`config.mk`:
```
export PLATFORM = sky130hd
export DESIGN_NAME = regwrite_decoder
export DESIGN_NICKNAME = d
export VERILOG_FILES = /design/src/rtl/regwrite_decoder.sv
export SDC_FILE = /design/constraint.sdc
export NUM_CORES = 1
export LEC_CHECK = 0
export ABC_CLOCK_PERIOD_IN_PS = 8300
export CORE_MARGIN = 1
export CORE_UTILIZATION = 54
export CTS_CLUSTER_DIAMETER = 100
export DETAILED_ROUTE_END_ITERATION = 8
export PLACE_DENSITY_LB_ADDON = 0.15
export SLEW_MARGIN = 5
export SYNTH_ARGS = -nofsm -noshare
export SYNTH_HDL_FRONTEND = slang
export SYNTH_SLANG_ARGS = --single-unit
```
`constraint.sdc`:
```
create_clock -name clk -period 8.3 [get_ports clk]
set_input_delay 1.66 -clock clk [delete_from_list [all_inputs] [get_ports clk]]
set_output_delay 1.66 -clock clk [all_outputs]
set_load 0.01 [all_outputs]
```
`src/rtl/regwrite_decoder.sv`:
```
// Buffers register-file write-backs in a small in-order FIFO and drains them as
// registered one-hot write enables, holding off while the register file stalls.
module regwrite_decoder #(
  parameter int DATA_WIDTH = 64,
  parameter int DEPTH      = 2
) (
  input  logic                  clk,
  input  logic                  reset,
  input  logic                  wr_valid,
  output logic                  wr_ready,
  input  logic [4:0]            wr_addr,
  input  logic [DATA_WIDTH-1:0] wr_data,
  input  logic                  rf_stall,
  output logic [31:0]           wr_en,
  output logic [DATA_WIDTH-1:0] wr_data_q,
  output logic [31:0]           pending,
  output logic [2:0]            count
);

  localparam int         PTR_W   = (DEPTH > 2) ? 2 : 1;
  localparam logic [2:0] DEPTH_C = 3'(DEPTH);
  localparam logic [4:0] ZERO_REG = 5'd31;

  // Valid/ready: a request is taken on an edge where wr_valid && wr_ready;
  // wr_ready depends only on current occupancy, never on a same-edge pop.

  logic [4:0]            addr_mem_q [DEPTH];
  logic [DATA_WIDTH-1:0] data_mem_q [DEPTH];
  logic [PTR_W-1:0]      rd_ptr_q, rd_ptr_d;
  logic [PTR_W-1:0]      wr_ptr_q, wr_ptr_d;
  logic [2:0]            count_q, count_d;
  logic [31:0]           wr_en_q, wr_en_d;
  logic [DATA_WIDTH-1:0] data_q, data_d;
  logic                  push, pop;
  logic [4:0]            head_addr;
  logic [PTR_W-1:0]      off;

  function automatic logic [31:0] decode(input logic [4:0] a);
    decode = (a == ZERO_REG) ? 32'd0 : (32'd1 << a);
  endfunction

  assign wr_ready  = !reset && (count_q < DEPTH_C);
  assign push      = wr_valid && wr_ready;
  assign pop       = (count_q != 3'd0) && !rf_stall;
  assign head_addr = addr_mem_q[rd_ptr_q];

  always_comb begin
    rd_ptr_d = rd_ptr_q;
    wr_ptr_d = wr_ptr_q;
    count_d  = count_q;
    wr_en_d  = 32'd0;
    data_d   = data_q;
    if (push) wr_ptr_d = wr_ptr_q + PTR_W'(1);
    if (pop) begin
      rd_ptr_d = rd_ptr_q + PTR_W'(1);
      wr_en_d  = decode(head_addr);
      data_d   = data_mem_q[rd_ptr_q];
    end
    case ({push, pop})
      2'b10:   count_d = count_q + 3'd1;
      2'b01:   count_d = count_q - 3'd1;
      default: count_d = count_q;
    endcase
  end

  // An entry is live when its distance from the read pointer is below count.
  always_comb begin
    pending = 32'd0;
    off     = '0;
    for (int i = 0; i < DEPTH; i++) begin
      off = PTR_W'(i) - rd_ptr_q;
      if ((3'(off) < count_q) && (addr_mem_q[i] != ZERO_REG))
        pending[addr_mem_q[i]] = 1'b1;
    end
  end

  always_ff @(posedge clk or posedge reset) begin
    if (reset) begin
      rd_ptr_q <= '0;
      wr_ptr_q <= '0;
      count_q  <= 3'd0;
      wr_en_q  <= 32'd0;
      data_q   <= '0;
    end else begin
      rd_ptr_q <= rd_ptr_d;
      wr_ptr_q <= wr_ptr_d;
      count_q  <= count_d;
      wr_en_q  <= wr_en_d;
      data_q   <= data_d;
    end
  end

  // Storage needs no reset: occupancy alone decides which slots are meaningful.
  always_ff @(posedge clk) begin
    if (push) begin
      addr_mem_q[wr_ptr_q] <= wr_addr;
      data_mem_q[wr_ptr_q] <= wr_data;
    end
  end

  assign wr_en     = wr_en_q;
  assign wr_data_q = data_q;
  assign count     = count_q;

endmodule
```
Word level (Yosys, flattened, before mapping)
Memory sizes are Yosys's and may differ from the RTL's. A register that Yosys moved wholly into a read port is not among the register bits.
Index checks and enable logic that the tools add are counted.
{"block": "op_classes", "add_sub_neg": 6, "order_cmp": 7, "eq_ne": 5, "n_shift": 1, "n_mux": 11, "bitwise_logic": 1, "n_reduce_logical": 11}
{"op": "$mux 32", "count": 4}
{"op": "$or 32x32->32", "count": 1}
{"op": "$shl 1x5->32 const A", "count": 1}
{"op": "$lt 5x6->1 const B", "count": 2}
{"op": "$demux 1 s5", "count": 2}
{"op": "$ge 5x1->1 const B", "count": 2}
{"op": "$ne 5x5->1 const B", "count": 2}
{"op": "$logic_and 1x1->1", "count": 7}
{"op": "$lt 1x3->1", "count": 2}
{"op": "$pmux 3 s2", "count": 1}
{"op": "$eq 5x5->1 const B", "count": 1}
{"op": "$mux 1", "count": 4}
{"op": "$add 3x1->3 const B", "count": 1}
{"op": "$lt 3x2->1 const B", "count": 1}
{"op": "$reduce_bool 3->1", "count": 1}
{"op": "$sub 3x1->3 const B", "count": 1}
{"op": "$add 1x1->1 const B", "count": 2}
{"op": "$eq 2x1->1 const B", "count": 1}
{"op": "$eq 2x2->1 const B", "count": 1}
{"op": "$logic_not 1->1", "count": 2}
{"op": "$reduce_bool 2->1", "count": 1}
{"op": "$sub 1x1->1 const A", "count": 2}
{"block": "word_totals", "ff_bits": 37, "ramBits": 138, "inputBits": 73, "output_inout_bits": 132, "wordCells": 48, "memories": 2}
{"memory": "data_mem_q", "words": 2, "word_bits": 64, "read_ports": 1, "rd_ports_with_merged_regs": 1, "write_ports": 1, "line_no": "28", "text": "logic [DATA_WIDTH-1:0] data_mem_q [DEPTH];"}
{"memory": "addr_mem_q", "words": 2, "word_bits": 5, "read_ports": 3, "rd_ports_with_merged_regs": 0, "write_ports": 1, "line_no": "27", "text": "logic [4:0] addr_mem_q [DEPTH];"}

Longest topological paths before layout
Gate-level depths: netlist of the first run.
{"block": "logic_depth", "word_depth": 7, "mapped_depth": 10, "mapped_depth_nobuf": 8}

Worst setup path before layout of the first run
Ideal clock, no wire load.
{"block": "synth_path", "path_kind": "input -> register", "startpoint": "in reset", "endpoint": "mem addr_mem_q[0][0], enable pin", "arrival_ps": 5100, "t_required_ps": 7803, "path_slack_ps": 2703, "path_stages": 3, "n_path_buf": 0, "cell_sequence": "nor3_1 nand2_1 nor2_1"}
{"block": "synth_between", "elab_chain_len": 5}
{"element": "start: declaration", "line_no": "8", "text": "input logic reset,"}
{"element": "$logic_not 1->1 (no line)"}
{"element": "$logic_and 1x1->1", "line_no": "42", "text": "assign wr_ready = !reset && (count_q < DEPTH_C);"}
{"element": "$logic_and 1x1->1", "line_no": "43", "text": "assign push = wr_valid && wr_ready;"}
{"element": "$mux 1", "line_no": "95", "text": "if (push) begin"}
{"element": "$mux 1 (not written as such)", "line_no": "96", "text": "addr_mem_q[wr_ptr_q] <= wr_addr;"}
{"element": "end: declaration", "line_no": "27"}
Every way passes these cells.

Worst setup path after layout of the first run
{"block": "layout_path", "startpoint": "in reset", "endpoint": "out wr_ready"}
{"block": "layout_between", "elab_chain_len": 2}
{"element": "$logic_not 1->1 (no line)"}
{"element": "$logic_and 1x1->1", "line_no": "42"}
{"element": "end: declaration", "line_no": "10", "text": "output logic wr_ready,"}
Every way passes these cells.

==> metrics.csv, run 1 <==
stage,metric,value,unit
cts,Clock Tree Root,clkbuf_16,
floorplan,Ports,205,
global_route,GRT Residual Overflow,0,
power_and_ir_drop,clock group share of total power,29.0,%
power_and_ir_drop,Internal,2830,µW
sta,crit path time final,4.67,ns
critical_path,CP startpoint kind,primary input,
critical_path,slowest cell on the critical path,clkdlybuf4s50_1,
power_and_ir_drop,leakage,0.00452,µW
logic_synthesis,post-synthesis cell area,9310,µm²
floorplan,full die area,17800,µm²
logic_synthesis,"Seq/Total Area, Yosys",71.7,%
sta,Fin Setup TNS,0,ns
cts,Post-CTS Hold Buffers,0,
floorplan,core area,16700,µm²
critical_path,Critical Path AT,3.01,ns
detailed_routing,post-route ant nets,0,
placement,GP Congestion,0.880,
sta,Clock Skew,0.0126,ns
logic_synthesis,"flops & latches, synth",239,
cts,Clock Tree Buf Depth,3,
critical_path,CP max FO,3,
global_route,antenna violations before repair,0,
cts,clock sink total,239,
cts,post-CTS resize count,0,
critical_path,CP peak stage delay,0.60,ns
global_route,pin count of the biggest net entering global routing,84,
power_and_ir_drop,sequential fraction of design power,41.5,%
finish,"commonest non-fill, non-tap cell in the layout",clkdlybuf4s50_1,
finish,Nets,885,
logic_synthesis,Mapped Cells,610,
detailed_routing,detail-routed via count per cell,5.69,
sta,Slew @ Worst Pin,1.10,ns
finish,Area Overhead vs Synth,32.2,%
power_and_ir_drop,Switching Power,1230,µW
sta,post-route clock period utilization,56.2,%
sta,Max Slew Vio Count,0,
sta,Rel. slew slack,26.4,%
critical_path,most frequent CP cell,clkdlybuf4s50_1,
floorplan,Starting Density,55.7,%
floorplan,Die X,133,µm
finish,most frequent cells in the layout,"clkdlybuf4s50_1 (203), edfxtp_1 (138), dfrtp_1 (100)",
detailed_routing,starting DRC count in detailed routing,533,
logic_synthesis,Unique masters post-synth,37,
finish,# fillers,1119,
power_and_ir_drop,switching share of power,30.3,%
detailed_routing,Detailed Route WL,20500,µm
finish,share of layout cells above drive strength 1,13.0,%
sta,Setup-failing EPs final,0,
cts,Worst-Skew Late Latency,0.51,ns
detailed_routing,wire per inst,19.6,µm
cts,Num CTS Buffers,24,
power_and_ir_drop,maximum vdd ir drop,0.243,mV
cts,CTS tree,built,
cts,H-tree depth,1,
global_route,first-pass GRT wire length,32400,µm
run,Max-Cap Viols,0,
power_and_ir_drop,total power,4070,µW
sta,RSZ-0062 raised after global routing,false,
floorplan,Die Height,133,µm
logic_synthesis,Syn Area/Cell,15.3,µm²
detailed_routing,DRC Markers,0,
placement,Port-buffer cells,203,
global_route,gr usage total,23.4,%
sta,final hold vios,0,
floorplan,Rows,47,
cts,number of setup buffers added after CTS,0,
critical_path,CP endpoint kind,output pin,
critical_path,Crit Path Category,primary input to output pin,
detailed_routing,number of iterations in the first detailed-routing pass,5,
logic_synthesis,Ys Warns,0,
power_and_ir_drop,P per Cell Area,330,nW/µm²
finish,antenna cells,0,
critical_path,Worst EP required,6.64,ns
detailed_routing,via count,5967,
global_route,vias in the first global route,5928,
placement,hpwl dp,12400,µm
cts,clock slew at reported path FFs,0.06,ns
critical_path,CP Cell Sequence,"clkdlybuf4s50_1, nor3_1, clkdlybuf4s50_1",
hold_path,HP Class,flop to flop,
sta,Achievable Freq,0.214,GHz
run_status,status,"finished, final reports clean",
power_and_ir_drop,logic gate share of total power,29.5,%
-- worst max-delay path, delay by kind of cell --
family / cells / cell delay [ns]
and+or+nand+nor: 1 / 0.29
buffers and inverters: 2 / 1.06
-- registers in the layout (all words and copies together), names as in the netlist --
| signal | count |
|---|---|
| wr_en | 32 |
| data_mem_q | 128 |
| addr_mem_q | 10 |
| wr_data_q | 64 |
| count | 3 |
| rd_ptr_q | 1 |
| wr_ptr_q | 1 |
-- power by group through the flow --
stage | combinational (µW) | clock (µW) | sequential (µW)
2_1_floorplan | 651 | 0 | 1710
3_3_place_gp | 1170 | 0 | 1700
3_5_place_dp | 1200 | 0 | 1710
4_1_cts | 1210 | 1200 | 1690
5_1_grt | 1290 | 1240 | 1720
6_report | 1200 | 1180 | 1690
-- layout make-up --
| type | instances | area (µm²) | area share (%) |
|---|---|---|---|
| flip-flops and latches | 239 | 6680 | 54.2 |
| clock buffers | 32 | 683 | 5.55 |
| multi-input cells | 330 | 2380 | 19.3 |
| clock inverters | 12 | 199 | 1.62 |
| inverters | 6 | 26.3 | 0.213 |
| repair buffers | 209 | 2080 | 16.9 |
| well taps | 220 | 275 | 2.24 |
-- final timing paths --
kind                                endpoint  cells past startpoint  slack, ns           from
min                            wr_data_q[36]                      2       0.52  wr_data_q[36]
max reg2reg                data_mem_q[0][11]                      4       5.50       count[1]
min in group asynchronous          wr_en[31]                      2       1.46          reset
min reg2reg                    wr_data_q[36]                      2       0.52  wr_data_q[36]
max                                 wr_ready                      3       3.63          reset
max in group asynchronous           rd_ptr_q                      3       5.41          reset
-- per-layer routing --
metal  vias to the layer above  GRT usage (%)  wire (µm)
met5                         -              0          0
met4                         0           5.81        512
met3                        39           4.07       1230
met2                       248           39.4      10300
met1                      2943           31.7       8450
li1                       2737              -          -
-- synth_stat cells, drive strengths merged --
master	n	area [µm²]
nand2	10	53.8
inv	6	22.5
nor4	19	119
nor3	15	75.1
nand4	1	6.26
mux2	3	33.8
o211ai	4	30.0
ha	1	12.5
nand2b	5	31.3
xor2	1	8.76
dfrtp	101	2530
o32a	1	10.0
edfxtp	138	4140
o31a	1	8.76
a211o	1	8.76
or3	3	18.8
fa	1	20.0
and3	1	6.26
nor3b	2	15.0
buf	25	216
nand3	7	35.0
nand3b	4	30.0
conb	1	3.75
or2	3	18.8
nor2	3	11.3
o21ai	1	5.00
nor2b	7	43.8
xnor2	4	35.0
o22ai	31	194
a21oi	131	843
mux2i	68	681
clkbuf	11	41.3
-- cells by family after synthesis --
group / synth area share, %
flip-flops: 71.7
AO/OA/AOI/OAI: 11.8
AND/OR/NAND/NOR: 4.99
multiplexers: 7.67
buffers and inverters: 3.01
XOR/XNOR: 0.470
adder cells (fa/ha/maj): 0.349
other: 0.0403
-- through the flow --
stage	instances	utilization [%]	setup WS (ns)	hold slack (ns)	instance area [µm²]
after floorplan	611	-	2.70	0.461	9310
after global placement	1004	68.4	3.65	0.500	11400
after detailed placement	1004	68.4	3.63	0.507	11400
after CTS	1048	73.7	3.63	0.521	12300
after global routing	1048	73.7	3.52	0.532	12300
final	1048	73.7	3.63	0.518	12300
No activity file was read; power rests on OpenSTA's default activity.
==> run 2, diff against run 1 <==
--- a/config.mk
+++ b/config.mk
@@ -5,9 +5,9 @@
 export SDC_FILE = /design/constraint.sdc
 export NUM_CORES = 1
 export LEC_CHECK = 0
-export ABC_CLOCK_PERIOD_IN_PS = 8300
+export ABC_CLOCK_PERIOD_IN_PS = 4200
 export CORE_MARGIN = 1
-export CORE_UTILIZATION = 54
+export CORE_UTILIZATION = 46
 export CTS_CLUSTER_DIAMETER = 100
 export DETAILED_ROUTE_END_ITERATION = 8
 export PLACE_DENSITY_LB_ADDON = 0.15
==> constraint.sdc (replaced) <==
create_clock -name clk -period 4.2 [get_ports clk]
set_input_delay 0.84 -clock clk [delete_from_list [all_inputs] [get_ports clk]]
set_output_delay 0.84 -clock clk [all_outputs]
set_load 0.01 [all_outputs]
==> run 2 against run 1 <==
Net effect:
- combinational power up 110%
- flip-flop and latch count unchanged
- largest cell class unchanged
- via count barely moved
- critical endpoint is now pending[29]
==> metrics.csv, run 2 (synthesis gave the netlist of run 1 again) <==
stage,metric,value,unit,change
run_status,status,"finished, final reports clean",,unchanged
power_and_ir_drop,P per Cell Area,637,nW/µm²,was 330 nW/µm²
critical_path,launching point of the worst reg2reg path,count[0],,was count[1]
critical_path,slowest cell on the critical path,o211ai_1,,was clkdlybuf4s50_1
placement,Port-buffer cells,203,,unchanged
sta,WHS,0.512,ns,was 0.518 ns
cts,CTS tree,built,,unchanged
floorplan,Rows,51,,was 47
critical_path,Worst EP required,3.36,ns,was 6.64 ns
sta,RSZ-0062 raised after global routing,false,,unchanged
finish,# fillers,1530,,"was 1,119"
power_and_ir_drop,switching share of power,31.0,%,was 30.3%
sta,Slew @ Worst Pin,1.09,ns,was 1.10 ns
floorplan,Die X,144,µm,was 133 µm
global_route,gr usage total,20.6,%,was 23.4%
sta,Setup-failing EPs final,0,,unchanged
finish,multi-input logic area,2380,µm²,unchanged
floorplan,core area,19700,µm²,"was 16,700 µm²"
detailed_routing,wire per inst,19.0,µm,was 19.6 µm
sta,Clock Skew,0.00996,ns,was 0.0126 ns
critical_path,CP startpoint,count[1],,was reset
sta,min setup slack post-route,0.678,ns,was 3.63 ns
sta,Max Slew Vio Count,0,,unchanged
floorplan,Ports,205,,unchanged
critical_path,Critical Path AT,2.68,ns,was 3.01 ns
floorplan,Die Height,144,µm,was 133 µm
finish,Area Overhead vs Synth,32.9,%,was 32.2%
power_and_ir_drop,clock group share of total power,27.5,%,was 29.0%
cts,clock sink total,239,,unchanged
critical_path,Crit Path Category,flop to output pin,,was primary input to output pin
finish,max reg flops,128,,unchanged
critical_path,CP startpoint kind,flop,,was primary input
detailed_routing,detail-routed via count per cell,5.43,,was 5.69
finish,Nets,890,,was 885
finish,most frequent cells in the layout,"clkdlybuf4s50_1 (203), edfxtp_1 (138), dfrtp_1 (100)",,unchanged
run,Max-Cap Viols,0,,unchanged
power_and_ir_drop,leakage,0.00451,µW,was 0.00452 µW
global_route,pin count of the biggest net entering global routing,84,,unchanged
detailed_routing,DRC Markers,0,,unchanged
finish,share of layout cells above drive strength 1,13.9,%,was 13.0%
critical_path,CP Cell Sequence,"or2_2, o211ai_1, o22ai_1, clkdlybuf4s50_1",,"was clkdlybuf4s50_1, nor3_1, clkdlybuf4s50_1"
critical_path,CP peak stage delay,0.65,ns,was 0.60 ns
sta,crit path time final,3.52,ns,
hold_path,hold depth,2,,unchanged
critical_path,r2r worst-path depth,8,,was 4
power_and_ir_drop,maximum vdd ir drop,0.339,mV,was 0.243 mV
power_and_ir_drop,Internal,5440,µW,was 2830 µW
critical_path,worst r2r dst,count[2],,was data_mem_q[0][11]
cts,H-tree depth,1,,unchanged
cts,number of setup buffers added after CTS,0,,unchanged
sta,Achievable Freq,0.284,GHz,
detailed_routing,number of iterations in the first detailed-routing pass,5,,unchanged
detailed_routing,starting DRC count in detailed routing,333,,was 533
cts,Num CTS Buffers,25,,was 24
cts,Clock Tree Buf Depth,3,,unchanged
finish,antenna cells,0,,unchanged
cts,clock slew at reported path FFs,0.06,ns,about the same
detailed_routing,post-route ant nets,0,,unchanged
critical_path,crit path to,pending[29],,was wr_ready
placement,Place WS,1.09,ns,was 3.63 ns
finish,largest register by flop count,data_mem_q,,unchanged
power_and_ir_drop,logic gate share of total power,31.4,%,was 29.5%
cts,Clock Tree Root,clkbuf_16,,unchanged
power_and_ir_drop,sequential fraction of design power,41.1,%,was 41.5%
critical_path,CP max FO,8,,was 3
critical_path,CP endpoint kind,output pin,,unchanged
cts,Post-CTS Hold Buffers,0,,unchanged
global_route,GRT Residual Overflow,0,,unchanged
sta,post-route clock period utilization,83.9,%,
detailed_routing,via count,5969,,"was 5,967"
floorplan,Starting Density,47.4,%,was 55.7%
cts,post-CTS resize count,0,,unchanged
placement,hpwl dp,13000,µm,"was 12,400 µm"
finish,"commonest non-fill, non-tap cell in the layout",clkdlybuf4s50_1,,unchanged
hold_path,HP Class,flop to flop,,unchanged
critical_path,R2R setup slack,1.79,ns,was 5.50 ns
global_route,first-pass GRT wire length,32900,µm,"was 32,400 µm"
global_route,vias in the first global route,6113,,"was 5,928"
floorplan,full die area,20800,µm²,"was 17,800 µm²"
placement,GP Congestion,0.863,,was 0.880
power_and_ir_drop,Switching Power,2450,µW,was 1230 µW
detailed_routing,Detailed Route WL,20900,µm,"was 20,500 µm"
global_route,antenna violations before repair,0,,unchanged
sta,final hold vios,0,,unchanged
sta,Fin Setup TNS,0,ns,unchanged
cts,Worst-Skew Late Latency,0.52,ns,was 0.51 ns
finish,Reg area,6680,µm²,unchanged
sta,Rel. slew slack,27.6,%,was 26.4%
## run 2: cell types whose count changed in the layout (fill, tap and decap cells not counted), moves of 2 or more
cell	previous run	this run
buf_12	0	3
bufinv_16	5	2
clkbuf_8	1	3
clkinv_2	5	7
clkinvlp_4	0	3
inv_4	1	3
## run 2: worst max-delay path, delay by kind of cell, from the launching register on
kind / cells / cell delay, ns
flip-flops: 1 / 0.45
buffers and inverters: 1 / 0.52
AO/OA/AOI/OAI: 2 / 0.84
AND/OR/NAND/NOR: 1 / 0.36
## run 2: worst min-delay path by stage
stage	endpoint	start	slack, ns
final	wr_data_q[57]	wr_data_q[57]	0.51
after global routing	wr_data_q[33]	wr_data_q[33]	0.54
after CTS	wr_data_q[8]	wr_data_q[8]	0.52
after detailed placement	wr_data_q[8]	wr_data_q[8]	0.51
after global placement	wr_data_q[57]	wr_data_q[57]	0.50
after floorplan	wr_ptr_q	wr_ptr_q	0.48
## run 2: layer usage
layer  global-route usage (%)  up-vias  wire length (µm)  share of wire [%]
li1                         -     2744                 -                  -
met1                     26.9     2997              8660                 41
met2                     35.6      196             10600                 51
met3                     3.74       32              1170                5.6
met4                     5.60        0               455                2.2
met5                        0        -                 0                  0
## run 2: power by group through the flow
stage	clock [µW]	combinational (µW)	sequential, µW
after floorplan	0	1290	3380
after global placement	0	2460	3260
after detailed placement	0	2500	3280
after CTS	2220	2510	3250
after global routing	2310	2680	3290
final	2170	2480	3240
## run 2: cell type report
class                      instances  share of cell area [%]
tap                              265                    2.68
sequential                       239                    54.0
clock inverter                    14                    1.08
timing repair buffer             213                    17.3
multi-input combinational        330                    19.2
inverter                           6                   0.212
clock buffer                      32                    5.51
## run 2: metrics by stage
stage / cells / cell area (µm²) / total power (µW) / util (%)
final: 1099 / 12400 / 7880 / 62.9
after global routing: 1099 / 12400 / 8290 / 62.9
after CTS: 1099 / 12400 / 7980 / 62.9
after detailed placement: 1053 / 11600 / 5780 / 58.8
after global placement: 1053 / 11600 / 5720 / 58.8
after floorplan: 611 / 9320 / 4670 / -
